<file path="src/rtl/snl_pkg.sv">
// Shared types and constants for the snakes-and-ladders turn engine:
// FSM state encoding, field widths and the board's jump table.
package snl_pkg;

  localparam int POS_W    = 7;
  localparam int WINNER_W = 4;
  localparam logic [WINNER_W-1:0] WINNER_NONE = '0;

  typedef enum logic [2:0] {
    ST_WAIT,
    ST_STEP,
    ST_JUMP,
    ST_CHECK,
    ST_WON
  } state_e;

  typedef struct packed {
    logic [POS_W-1:0] from_sq;
    logic [POS_W-1:0] to_sq;
  } jump_t;

  localparam int NUM_JUMPS = 12;

  // Ladders first (upward), then snakes (downward).
  localparam jump_t JUMPS [NUM_JUMPS] = '{
    '{7'd4,  7'd14}, '{7'd9,  7'd31}, '{7'd28, 7'd84},
    '{7'd51, 7'd67}, '{7'd71, 7'd91}, '{7'd80, 7'd100},
    '{7'd17, 7'd7},  '{7'd54, 7'd34}, '{7'd62, 7'd19},
    '{7'd87, 7'd24}, '{7'd95, 7'd75}, '{7'd98, 7'd79}
  };

endpackage

</file>
<file path="src/rtl/snl_turn_engine_if.sv">
// Dice-roll handshake between the roll source and the turn engine.
interface snl_turn_engine_if;
  logic       roll_valid;
  logic [2:0] roll_value;
  logic       roll_ready;

  modport master (output roll_valid, output roll_value, input  roll_ready);
  modport slave  (input  roll_valid, input  roll_value, output roll_ready);
endinterface

</file>
<file path="src/rtl/snl_jump_table.sv">
// Combinational snake/ladder lookup; squares not in the table map to themselves.
module snl_jump_table
  import snl_pkg::*;
(
  input  logic [POS_W-1:0] square,
  output logic [POS_W-1:0] dest
);

  always_comb begin
    // NOTE: assign a default before any conditional so every path drives dest and no latch is inferred.
    dest = square;
    for (int i = 0; i < NUM_JUMPS; i++) begin
      if (square == JUMPS[i].from_sq) dest = JUMPS[i].to_sq;
    end
  end

endmodule

</file>
<file path="src/rtl/snl_turn_engine.sv">
// Snakes-and-ladders turn engine: accepts a roll, moves the current player,
// applies one jump, detects the win and rotates the turn.
module snl_turn_engine
  import snl_pkg::*;
#(
  parameter int NUM_PLAYERS  = 4,
  parameter int BOARD_LAST   = 100,
  parameter int EXACT_FINISH = 1
) (
  input  logic                  clock,
  input  logic                  reset,
  input  logic                  new_game,
  snl_turn_engine_if.slave      roll,
  output logic [4*POS_W-1:0]    positions,
  output logic [1:0]            current_player,
  output logic                  move_done,
  output logic                  roll_error,
  output logic [WINNER_W-1:0]   winner
);

  localparam logic [POS_W-1:0] LAST7       = POS_W'(BOARD_LAST);
  localparam logic [POS_W:0]   LAST8       = (POS_W+1)'(BOARD_LAST);
  localparam logic [1:0]       LAST_PLAYER = 2'(NUM_PLAYERS - 1);

  state_e                state_q, state_d;
  logic [2:0]            roll_q, roll_d;
  logic [POS_W-1:0]      tent_q, tent_d;
  logic [POS_W-1:0]      pos_q [4];
  logic [POS_W-1:0]      pos_d [4];
  logic [1:0]            cur_q, cur_d;
  logic [WINNER_W-1:0]   winner_q, winner_d;
  logic                  move_done_q, move_done_d;
  logic                  roll_error_q, roll_error_d;

  logic                  accept;
  logic                  roll_legal;
  logic [POS_W-1:0]      cur_pos;
  logic [POS_W:0]        sum;
  logic [POS_W-1:0]      jump_dest;

  assign accept     = (state_q == ST_WAIT) && roll.roll_valid;
  assign roll_legal = (roll.roll_value != 3'd0) && (roll.roll_value != 3'd7);
  assign cur_pos    = pos_q[cur_q];
  // Widened by one bit so an overshoot past the last square is detected, never wrapped.
  assign sum        = {1'b0, cur_pos} + (POS_W+1)'(roll_q);

  snl_jump_table u_jump_table (
    .square (tent_q),
    .dest   (jump_dest)
  );

  // State register
  always_ff @(posedge clock) begin
    // NOTE: sequential state uses non-blocking assignments so every flop samples pre-edge values.
    if (reset) state_q <= ST_WAIT;
    else       state_q <= state_d;
  end

  // Next-state logic
  always_comb begin
    state_d = state_q;
    if (new_game) begin
      state_d = ST_WAIT;
    end else begin
      unique case (state_q)
        ST_WAIT:  if (accept && roll_legal) state_d = ST_STEP;
        ST_STEP:  state_d = ST_JUMP;
        ST_JUMP:  state_d = ST_CHECK;
        ST_CHECK: state_d = (cur_pos == LAST7) ? ST_WON : ST_WAIT;
        ST_WON:   state_d = ST_WON;
        default:  state_d = ST_WAIT;
      endcase
    end
  end

  // Datapath next values; new_game clears everything so an in-flight move is dropped whole.
  always_comb begin
    roll_d       = roll_q;
    tent_d       = tent_q;
    pos_d        = pos_q;
    cur_d        = cur_q;
    winner_d     = winner_q;
    move_done_d  = 1'b0;
    roll_error_d = 1'b0;
    if (new_game) begin
      roll_d   = '0;
      tent_d   = '0;
      pos_d    = '{default: '0};
      cur_d    = '0;
      winner_d = WINNER_NONE;
    end else begin
      unique case (state_q)
        ST_WAIT: begin
          if (accept) begin
            if (roll_legal) roll_d = roll.roll_value;
            else            roll_error_d = 1'b1;
          end
        end
        ST_STEP: begin
          if (sum > LAST8) tent_d = (EXACT_FINISH != 0) ? cur_pos : LAST7;
          else             tent_d = sum[POS_W-1:0];
        end
        ST_JUMP: pos_d[cur_q] = jump_dest;
        ST_CHECK: begin
          if (cur_pos == LAST7) begin
            winner_d = WINNER_W'(cur_q) + WINNER_W'(1);
          end else begin
            move_done_d = 1'b1;
            cur_d       = (cur_q == LAST_PLAYER) ? 2'd0 : cur_q + 2'd1;
          end
        end
        default: ;
      endcase
    end
  end

  always_ff @(posedge clock) begin
    if (reset) begin
      roll_q       <= '0;
      tent_q       <= '0;
      // NOTE: the position array is a handful of flops, not a RAM, so it is reset explicitly.
      pos_q        <= '{default: '0};
      cur_q        <= '0;
      winner_q     <= WINNER_NONE;
      move_done_q  <= 1'b0;
      roll_error_q <= 1'b0;
    end else begin
      roll_q       <= roll_d;
      tent_q       <= tent_d;
      pos_q        <= pos_d;
      cur_q        <= cur_d;
      winner_q     <= winner_d;
      move_done_q  <= move_done_d;
      roll_error_q <= roll_error_d;
    end
  end

  // Output decode
  always_comb begin
    roll.roll_ready = (state_q == ST_WAIT);
  end

  assign current_player = cur_q;
  assign move_done      = move_done_q;
  assign roll_error     = roll_error_q;
  assign winner         = winner_q;

  for (genvar p = 0; p < 4; p++) begin : g_pos
    if (p < NUM_PLAYERS) begin : g_used
      assign positions[p*POS_W +: POS_W] = pos_q[p];
    end else begin : g_unused
      assign positions[p*POS_W +: POS_W] = '0;
    end
  end

endmodule

</file>
<file path="src/flat_wrapper.sv">
// flat-port wrapper written by rule: the top's interface ports become plain ports
module snl_turn_engine_flat import snl_pkg::*;
#(
  parameter int NUM_PLAYERS  = 4,
  parameter int BOARD_LAST   = 100,
  parameter int EXACT_FINISH = 1
)
  (clock, reset, new_game, positions, current_player, move_done, roll_error, winner, roll_roll_valid, roll_roll_value, roll_roll_ready);
  snl_turn_engine_if roll_i ();
  input  logic clock;
  input  logic reset;
  input  logic new_game;
  output logic [4*POS_W-1:0] positions;
  output logic [1:0] current_player;
  output logic move_done;
  output logic roll_error;
  output logic [WINNER_W-1:0] winner;
  input wire logic [$bits(roll_i.roll_valid)-1:0] roll_roll_valid;
  input wire logic [$bits(roll_i.roll_value)-1:0] roll_roll_value;
  output wire logic [$bits(roll_i.roll_ready)-1:0] roll_roll_ready;
  assign roll_i.roll_valid = roll_roll_valid;
  assign roll_i.roll_value = roll_roll_value;
  assign roll_roll_ready = roll_i.roll_ready;
  snl_turn_engine #(.NUM_PLAYERS(NUM_PLAYERS), .BOARD_LAST(BOARD_LAST), .EXACT_FINISH(EXACT_FINISH)) u_core (.clock(clock), .reset(reset), .new_game(new_game), .roll(roll_i), .positions(positions), .current_player(current_player), .move_done(move_done), .roll_error(roll_error), .winner(winner));
endmodule
</file>
<file path="config.mk">
export PLATFORM = sky130hd
export DESIGN_NAME = snl_turn_engine_flat
export DESIGN_NICKNAME = d
export VERILOG_FILES = /design/src/rtl/snl_pkg.sv /design/src/rtl/snl_turn_engine_if.sv /design/src/rtl/snl_jump_table.sv /design/src/rtl/snl_turn_engine.sv /design/src/flat_wrapper.sv
export SDC_FILE = /design/constraint.sdc
export NUM_CORES = 1
export LEC_CHECK = 0
export CAP_MARGIN = 20
export CELL_PAD_IN_SITES_DETAIL_PLACEMENT = 1
export CELL_PAD_IN_SITES_GLOBAL_PLACEMENT = 2
export CORE_UTILIZATION = 34
export DETAILED_ROUTE_END_ITERATION = 7
export PLACE_DENSITY = 0.95
export SYNTH_ARGS = -nofsm -noshare
export SYNTH_HDL_FRONTEND = slang
export SYNTH_SLANG_ARGS = --single-unit
</file>
<file path="constraint.sdc">
create_clock -name clock -period 6.18 [get_ports clock]
set_clock_uncertainty 0.1 [all_clocks]
set_input_delay 1.236 -clock clock [delete_from_list [all_inputs] [get_ports clock]]
set_output_delay 1.236 -clock clock [all_outputs]
set_load 0.01 [all_outputs]
</file>
## Yosys cells after proc, flatten, opt, wreduce, memory -nomap -nowiden

Cells that the tools add are included.

- Add/sub/neg operators: 3
- Multipliers: 0
- Divide/modulo/power cells: 0
- Magnitude comparators: 3
- Equality and inequality tests: 20
- Shift-type cells: 0
- Multiplexer cells: 25
- Bitwise operators: 5
- Reductions and logical operators: 12

Operators with widths:

| kind | number |
|---|---|
| $mux 7 | 16 |
| $eq 7x7->1 const B | 6 |
| $bwmux 28 | 1 |
| $eq 7x6->1 const B | 3 |
| $pmux 3 s5 | 1 |
| $bmux 7 s2 | 1 |
| $demux 7 s2 | 1 |
| $eq 7x5->1 const B | 2 |
| $add 7x3->8 | 1 |
| $gt 8x7->1 const B | 1 |
| $eq 7x3->1 const B | 1 |
| $eq 7x4->1 const B | 1 |
| $eq 3x2->1 const B | 2 |
| $mux 3 | 2 |
| $logic_and 1x1->1 | 4 |
| $not 1->1 | 4 |
| $reduce_and 2->1 | 2 |
| $reduce_or 4->1 | 1 |
| $add 2x1->3 const B | 1 |
| $eq 3x1->1 const B | 1 |
| $eq 3x3->1 const B | 1 |
| $ge 3x3->1 const B | 1 |
| $logic_not 3->1 | 1 |
| $lt 3x1->1 const B | 1 |
| 11 further kinds | 12 |

- Bits in registers: 49
- Bits in latches: 0
- Bits in writable memories: 0
- ROM bits: 0
- Input port bits: 7
- Output and inout port bits: 37
- Word-level logic and storage cells: 79
- Memories: 0

## Logic depth before layout (Yosys ltp)

Gate-level depths: netlist of the first run.

- Depth in word-level cells: 14
- Depth in mapped cells: 12
- Mapped depth without buffers: 11

## By module

A second synthesis of the first run with hierarchy kept.

- Cells, all modules: 317
- Area, all modules: 2816.5 µm²

By module, submodules not included:

| module | times used | cells each | area an instance (µm²) | sequential area each (µm²) |
|---|---|---|---|---|
| snl_turn_engine | 1 | 248 | 2389.8 | 960.9 |
| snl_jump_table | 1 | 69 | 426.7 | 0.0 |

## Worst setup path after synthesis of the first run

Ideal clock, no wire load.

- Path kind: register to register
- Start point: register u_core.cur_q[0] (netlist: u_core.current_player[0])
- End point: register u_core.tent_q[0]
- Setup time: 0.119 ns
- Data arrival time: 2.913 ns
- Data required time: 5.961 ns
- Setup slack: 3.048 ns
- Cell stages (with the launch flop): 13
- Buffers on the path: 1
- Period minus slack after synthesis: 3.132 ns
- Cells stage by stage: dfxtp_1 > buf_6 > mux4_2 > ha_1 > inv_1 > fa_1 > nand2b_1 > a211oi_1 > o2111ai_1 > o21ai_1 > nand4b_2 > and2_1 > o221a_1

- Word-level cells in the longest chain between the ends: 7

RTL lines:

| element | line | source |
|---|---|---|
| start, declared | snl_turn_engine.sv:30 | `logic [1:0] cur_q, cur_d;` |
| start signal, assigned | snl_turn_engine.sv:131 | `cur_q <= cur_d;` |
| $not 2->3 (implied by the code) * | snl_turn_engine.sv:43 | `assign cur_pos = pos_q[cur_q];` |
| $bmux 7 s2 * | snl_turn_engine.sv:43 |  |
| $mux 7 (implied by the code) * (2 in series) | snl_turn_engine.sv:43 |  |
| $add 7x3->8 | snl_turn_engine.sv:45 | `assign sum = {1'b0, cur_pos} + (POS_W+1)'(roll_q);` |
| $gt 8x7->1 | snl_turn_engine.sv:100 | `if (sum > LAST8) tent_d = (EXACT_FINISH != 0) ? cur_pos : LAST7;` |
| $mux 7 * | snl_turn_engine.sv:100 |  |
| end signal, assigned | snl_turn_engine.sv:129 | `tent_q <= tent_d;` |
| end, declared | snl_turn_engine.sv:27 | `logic [POS_W-1:0] tent_q, tent_d;` |

Mark *: on every way between the ends. The rest lies on a longest branch, timed or not. The select of a mux whose other input is x is not followed.
A chain may end at the register's enable or synchronous reset.

## Worst setup path in the final report of the first run

Ends and elaborated chain as after synthesis.

==> results of run 1 <==
## worst reg2reg max path: stages, from the launching register on
cell and delay, ns:
sky130_fd_sc_hd__dfxtp_1 0.76, sky130_fd_sc_hd__mux4_2 0.64, sky130_fd_sc_hd__ha_1 0.22, sky130_fd_sc_hd__inv_1 0.07, sky130_fd_sc_hd__fa_1 0.42, sky130_fd_sc_hd__nand2b_1 0.13
sky130_fd_sc_hd__a211oi_1 0.09, sky130_fd_sc_hd__o2111ai_1 0.20, sky130_fd_sc_hd__o21ai_1 0.18, sky130_fd_sc_hd__nand4b_2 0.30, sky130_fd_sc_hd__and2_1 0.19, sky130_fd_sc_hd__o221a_1 0.23
## where the power goes
part	switching, W	internal (W)	total [W]
Clock	0.000108	0.0000911	0.000199
Combinational	0.0000225	0.0000154	0.0000379
Sequential	0.00000602	0.000311	0.000317
Total	0.000137	0.000418	0.000555
## final cells by class
class	instances	area, um2	share of cell area (%)
Sequential cell	48	961	28.5
Clock inverter	1	7.51	0.223
Clock buffer	7	86.3	2.56
Inverter	9	33.8	1.00
Tap cell	102	128	3.79
Multi-Input combinational cell	265	1720	51.2
Timing Repair Buffer	43	428	12.7
## registers in the layout, indices dropped and copies added, names as in the netlist
| signal | count |
|---|---|
| u_core.current_player | 2 |
| u_core.move_done | 1 |
| u_core.positions | 28 |
| u_core.roll_error | 1 |
| u_core.roll_q | 3 |
| u_core.state_q | 3 |
| u_core.tent_q | 7 |
| u_core.winner | 3 |
## per-stage QoR
step           cell area [um2]  utilization [%]  power [W]  setup WS, ns  cells
2_1_floorplan             2830                -   0.000348          3.05    348
6_report                  3370             42.7   0.000555          2.54    475
4_1_cts                   3370             42.7   0.000558          2.57    475
3_5_place_dp              3270             41.5   0.000362          2.59    467
5_1_grt                   3370             42.7   0.000574          2.28    475
3_3_place_gp              3270             41.5   0.000361          2.70    467
## synth_stat cells, drive strengths merged (3+ instances only)
| master | count | area (um2) |
|---|---|---|
| a21oi | 23 | 115 |
| mux2i | 13 | 130 |
| nand2 | 35 | 131 |
| nor4 | 5 | 31.3 |
| ha | 7 | 87.6 |
| a211oi | 15 | 118 |
| nor3 | 6 | 30.0 |
| nand3 | 8 | 40.0 |
| nor2b | 7 | 43.8 |
| and2 | 3 | 18.8 |
| clkbuf | 23 | 86.3 |
| o21ai | 16 | 83.8 |
| dfxtp | 48 | 961 |
| o22a | 3 | 26.3 |
| o22ai | 4 | 25.0 |
| and3 | 10 | 72.6 |
| buf | 3 | 23.8 |
| a21o | 4 | 30.0 |
| nand2b | 7 | 43.8 |
| mux4 | 7 | 158 |
| nor2 | 51 | 191 |
| inv | 8 | 30.0 |
| o21a | 4 | 30.0 |
| a31oi | 7 | 43.8 |
## routing by layer
metal | share of wire (%) | track usage [%]
met3 | 2.2 | 1.63
met1 | 46 | 25.6
met4 | 1.2 | 6.03
met5 | 0 | 0
met2 | 50 | 36.5
## final timing paths
kind | slack (ns) | depth (start not counted) | to | start
worst max register to register | 2.54 | 11 | u_core.tent_q[0] | u_core.current_player[0]
worst max-delay path | 2.54 | 11 | u_core.tent_q[0] | u_core.current_player[0]
worst min-delay path | 0.38 | 2 | u_core.positions[19] | u_core.positions[19]
worst min register to register | 0.38 | 2 | u_core.positions[19] | u_core.positions[19]
## placed cells by master (no fill, tap or decap), types with 4 or more instances in the layout
cell type,n
sky130_fd_sc_hd__a211oi_1,14
sky130_fd_sc_hd__a21o_1,4
sky130_fd_sc_hd__a21oi_1,23
sky130_fd_sc_hd__a31oi_1,7
sky130_fd_sc_hd__and3_1,8
sky130_fd_sc_hd__clkbuf_8,6
sky130_fd_sc_hd__clkdlybuf4s50_1,42
sky130_fd_sc_hd__dfxtp_1,48
sky130_fd_sc_hd__ha_1,7
sky130_fd_sc_hd__inv_1,8
sky130_fd_sc_hd__mux2i_1,13
sky130_fd_sc_hd__mux4_2,7
sky130_fd_sc_hd__nand2_1,35
sky130_fd_sc_hd__nand2b_1,7
sky130_fd_sc_hd__nand3_1,8
sky130_fd_sc_hd__nor2_1,51
sky130_fd_sc_hd__nor2b_1,7
sky130_fd_sc_hd__nor3_1,6
sky130_fd_sc_hd__nor4_1,5
sky130_fd_sc_hd__o21a_1,4
sky130_fd_sc_hd__o21ai_0,14
sky130_fd_sc_hd__o22ai_1,4
## cells by family after synthesis
logic type               after synthesis
AO/OA/AOI/OAI                         90
XOR/XNOR                               2
adder cells (fa/ha/maj)                8
buffers and inverters                 35
flip-flops                            48
multiplexers                          20
other                                  1
AND/OR/NAND/NOR                      144
==> results list, run 1 <==
- Setup violations remaining at the end of the flow were counted as 0.
- Once the floorplan was initialized, standard cells occupied 35.9% of the core.
- The worst setup path is captured at a flip-flop.
- Top achievable clock speed: 0.275 GHz
- Of the post-synthesis cell area, the part taken by muxes is 10.2%.
- Of the total synthesized cell area, the portion taken by XOR and XNOR cells is 0.619%.
- The count of final max-slew check failures came to 0.
- Initial detailed-routing violation count: 181
- On the final layout, the worst hold slack is 0.378 ns.
- The later pin in the worst-skew pair is clocked with a latency of 0.30 ns.
* P per Cell Area: 165 nW/um2
- EDFF count, synth: 0
- The critical path goes through mux4_2 > ha_1 > inv_1 > fa_1 > nand2b_1 > a211oi_1 > o2111ai_1 > o21ai_1 > nand4b_2 > and2_1 > o221a_1.
- In this design, the stage delay of the slowest critical-path cell is 0.76 ns.
* Critical-path maximum fanout: 13
- Number of nets in the finished design: 387
- Measured slew at the worst slew-check pin: 0.875 ns
- Sum of overflow across all layers after global routing: 0
- Summing the areas of all and, or, nand and nor instances in the mapped netlist gives 25.3% of the synthesized area.
- Cells after Synth: 348
- Antenna Cells: 0
* Portion of the post-synthesis area used by sequential elements: 34.0%
- Clock Pin Slew Worst Setup and Hold Paths: 0.09 ns
- Setup repair after global routing missed its margin: false
- Prevailing post-synth register cell: sky130_fd_sc_hd__dfxtp_1
- In this run the post-CTS setup repair buffer count came out at 0.
- Hold crit path type: reg -> reg
- Clock tree from TritonCTS: built
- Number of max-cap violations: 0
* Avg Vias per Cell: 5.72
- Detailed placement ended at an HPWL of 6.24 mm.
- The count of buffers added on input and output ports is 42.
- STA puts the critical path data arrival time at 3.73 ns.
- Max Root-Sink Buffers: 2
- Flops & latches, synth: 48
- Max-slew headroom at the worst pin: 41.6%
- Summing the areas of all fa, ha and maj instances in the mapped netlist gives 3.80% of the synthesized area.
* Total wire length: 8.49 mm
- Total nets after synthesis: 363
- Counting both buffers and inverters, the worst setup path holds a total of 1.
- The number of global-route vias before repair came to 2,724.
* WS Path Type: reg -> reg
- Family of cells with the greatest summed delay on the critical path: flip-flops
- The pre-antenna-repair detailed-routing pass consisted of 4 iterations.
- Entering global routing, the biggest net connects 46 pins.
- The floorplan step set the die height to 93.2 um.
- Number of distinct library cells after synthesis: 56
- Hold repair after CTS inserted 0 buffers.
- The root buffer cell chosen for the clock tree is sky130_fd_sc_hd__clkbuf_8.
- Subtracting the final worst setup slack from the clock period gives 3.64 ns.
- The die is 93.2 um wide.
- Main combinational cell family by area after synthesis: simple AND/OR/NAND/NOR gates
- Maximum VDD drop: 0.0971 mV
* CTS Sinks: 48
- Final cycle utilization of the critical path: 58.8%
- Core Footprint: 7890 um2
- During synthesis, Yosys emitted a total of 0 warnings.
- Compared with the post-synthesis result, the final layout area differs by 19.1%.
- Share of synthesized registers carrying an async set or reset: 0%
- For this design the top-level I/O count stands at 44.
* Fraction of final layout cells with drive strength greater than 1: 6.43%
* H-tree depth reported by CTS: 2
- Critical path launch point type: flip-flop
* Number of failing hold endpoints at the final stage: 0
- Adding up every negative setup slack in the final design gives 0 ns.
* Fillers: 948
- First-pass GRT wire length: 13.8 mm
- Fraction of the mapped netlist area in compound gates: 21.0%
* Gpl congestion: 0.863
- Residual DRC count: 0
- Via count: 2,717
- The largest individual stage delay along the critical path comes from the cell sky130_fd_sc_hd__dfxtp_1.
- Syn_area_per_cell: 8.13 um2
- Data on the critical path is required at its endpoint by 6.28 ns.
- Row count: 32
- Pleak: 1.10 nW
- The initial antenna violation count was 0.
- Die area: 8690 um2
- Run status: complete, no violations
* Gates resized, CTS repair: 0
- Average routed wire per standard cell: 17.9 um
- Post-DRT Antenna Nets: 0
- Summed instance area of the synthesized netlist: 2830 um2
- The number of clock buffers added by TritonCTS is 5.
- Combined global-route utilization of all metal layers: 20.2%
(Power assumes the default switching activity.)
==> run 2, diff against run 1 <==
Settings changed: CORE_UTILIZATION 34 to 32, PLACE_DENSITY 0.95 to 0.92.
Clock period 6.18 ns to 3.58 ns, I/O delays scaled along.
==> results list, run 2 (synthesized netlist as in run 1, its figures left out) <==
* Via count of the first global-routing pass: 2,737 (+0.48%)
- Measured slew at the worst slew-check pin: 1.04 ns (+0.161 ns)
- P per Cell Area: 296 nW/um2 (+79%)
* Residual DRC count: 0 (unchanged)
* Pleak: 1.12 nW (+2.5%)
* First-pass GRT wire length: 13.9 mm (+0.60%)
- The relative contribution of sequential cells to total power came to 54.3% (-2.9 points).
* Fraction of power spent switching nets: 23.4% (-1.3 points)
- Detail Route met3 WL: 254 um (+38%)
* Gpl congestion: 0.840 (-2.6%)
* Setup fix buffers added after clock tree synthesis: 0 (unchanged)
- The H-tree depth is 2 (unchanged).
* Setup crit end kind: flip-flop
* Initial detailed-routing violation count: 125 (-31%)
- The total design power came to 0.00101 W (+82%).
- The largest driver fanout on the critical path was 5 (-8).
- Die area: 9220 um2 (+6.1%)
- The count of port buffers added during placement was 42 (unchanged).
- Max Root-Sink Buffers: 2 (unchanged)
* Initial cell density of the core: 33.8% (-2.1 points)
- The flow ran to the end, and the final reports show no timing, DRC or antenna violations.
- The later-pin clock latency in the skew report was 0.30 ns (about the same).
- Post-DRT Antenna Nets: 0 (unchanged)
- The tree is rooted in a sky130_fd_sc_hd__clkbuf_8.
* Share of power burned in combinational logic: 6.7% (about the same)
- Clock tree from TritonCTS: built
* Hold bufs inserted after CTS: 0 (unchanged)
* Detailed-route wire length on metal 1: 3.78 mm (-4.0%)
- Number of failing hold endpoints at the final stage: 0 (unchanged)
* Arrival time worst endpoint: 3.43 ns (-0.30 ns)
* Highest-count cells in the layout ignoring fill and taps: sky130_fd_sc_hd__nor2_1, sky130_fd_sc_hd__dfxtp_1, sky130_fd_sc_hd__clkdlybuf4s50_1, sky130_fd_sc_hd__nand2_1, sky130_fd_sc_hd__a21oi_1
- Flip-flop count of the largest register, all copies and words added: 28 (unchanged)
- The total overflow reported by the global router came to 0 (unchanged).
* Fraction of final layout cells with drive strength greater than 1: 7.18% (+0.75 points)
- WS Path Type: reg -> reg
- Length of routed met2 wiring: 4.21 mm (-1.3%)
- Clock Power Share: 39.0% (+3.0 points)
- NetSw: 0.000236 W (+72%)
* Crit path time final: 3.32 ns (-0.312 ns)
* Total wire length: 8.45 mm (-0.51%)
- STA classifies the critical path startpoint as a flip-flop.
- Final cycle utilization of the critical path: 92.8% (+34 points)
* Core Footprint: 8380 um2 (+6.3%)
- Combined global-route utilization of all metal layers: 19.5% (-0.74 points)
- Highest layer used for signal routing: met4
* Number of nets in the finished design: 390 (+0.78%)
- CTS Sinks: 48 (unchanged)
* Average routed wire per standard cell: 17.6 um (-1.7%)
* Avg Vias per Cell: 5.61 (-1.9%)
* Row count: 33 (+3.1%)
* Number of pins exceeding their max-slew limit in the final report: 0 (unchanged)
- Maximum VDD drop: 0.191 mV (+97%)
* Antenna Cells: 0 (unchanged)
- Design internal power: 0.000772 W (+85%)
* Placed wire-length estimate: 6.40 mm (+2.5%)
- Number of iterations in the first detailed-routing pass: 4 (unchanged)
- Largest net degree at the start of global routing: 46 (unchanged)
* Via count: 2,699 (-0.66%)
- The achievable clock frequency came to 0.301 GHz (+9.4%).
* Number of max-cap violations: 0 (unchanged)
- Leaving out fill and tap cells, the most frequent cell in the layout is sky130_fd_sc_hd__nor2_1.
* Count of boundary I/O pins: 44 (unchanged)
* Area Growth Syn to Fin: 20.5%
* Setup repair after global routing missed its margin: false
- Required time at the endpoint of the critical path: 3.68 ns (-2.60 ns)
- The initial antenna violation count is 0 (unchanged).
- The number of gates resized after cts was 0 (unchanged).
- # setup viols final: 0 (unchanged)
* Die width: 96.0 um (+3.0%)
* Max-slew headroom at the worst pin: 29.8% (-12 points)
- The min-delay analysis places its worst path in the category reg -> reg.
* Die Y-Extent: 96.0 um (+3.0%)
- The setup TNS is 0 ns (unchanged).
- The number of buffers added by the clock tree synthesis step came to 5 (unchanged).
- The clock-pin slew of the registers on the worst-case setup and hold paths is 0.09 ns (about the same).
-- run 2: cell count changes in the layout (fill, tap and decap cells not counted), sizes merged --
cell,previous run,this run
clkinv,1,2
buf,1,4
bufinv,0,1
clkbuf,7,6
clkinvlp,1,0
-- run 2: path summary, 6_finish.rpt --
check                           depth (start not counted)                      from  slack, ns              endpoint
worst max-delay path                                   11  u_core.current_player[0]       0.26      u_core.tent_q[0]
worst min-delay path                                    2      u_core.positions[19]       0.38  u_core.positions[19]
worst min register to register                          2      u_core.positions[19]       0.38  u_core.positions[19]
worst max register to register                         11  u_core.current_player[0]       0.26      u_core.tent_q[0]
-- run 2: worst max-delay path: stages (launching register included) --
cell,delay [ns]
sky130_fd_sc_hd__dfxtp_1,0.48
sky130_fd_sc_hd__mux4_2,0.60
sky130_fd_sc_hd__ha_1,0.22
sky130_fd_sc_hd__inv_1,0.07
sky130_fd_sc_hd__fa_1,0.43
sky130_fd_sc_hd__nand2b_1,0.15
sky130_fd_sc_hd__a211oi_1,0.09
sky130_fd_sc_hd__o2111ai_1,0.20
sky130_fd_sc_hd__o21ai_1,0.18
sky130_fd_sc_hd__nand4b_2,0.29
sky130_fd_sc_hd__and2_1,0.19
sky130_fd_sc_hd__o221a_1,0.23
-- run 2: per-layer routing --
metal	vias to the layer above	GRT usage (%)
met1	1339	24.2
met5	-	0
met4	0	6.97
li1	1297	-
met2	50	34.3
met3	13	2.53
-- run 2: power by group through the flow --
| stage | sequential (W) | clock [W] | combinational, W |
|---|---|---|---|
| finish | 0.000547 | 0.000393 | 0.0000678 |
| global route | 0.000548 | 0.000423 | 0.0000745 |
| CTS | 0.000547 | 0.000402 | 0.0000680 |
| detailed placement | 0.000559 | 0 | 0.0000671 |
| global placement | 0.000559 | 0 | 0.0000655 |
| floorplan | 0.000552 | 0 | 0.0000493 |
-- run 2: layout make-up --
type	count	area, um2
Inverter	9	33.8
Tap cell	105	131
Fill cell	1006	4970
Timing Repair Buffer	46	450
Multi-Input combinational cell	265	1720
Clock inverter	2	35.0
Clock buffer	6	72.6
Sequential cell	48	961
-- run 2: per-stage QoR --
step	std cells	area (um2)	setup WS [ns]	hold WS (ns)	util, %
after floorplan	348	2830	0.448	0.370	-
after global placement	473	3300	0.408	0.361	39.4
after detailed placement	473	3300	0.284	0.369	39.4
after CTS	481	3410	0.267	0.382	40.7
after global routing	481	3410	0.0644	0.413	40.7
final	481	3410	0.256	0.383	40.7
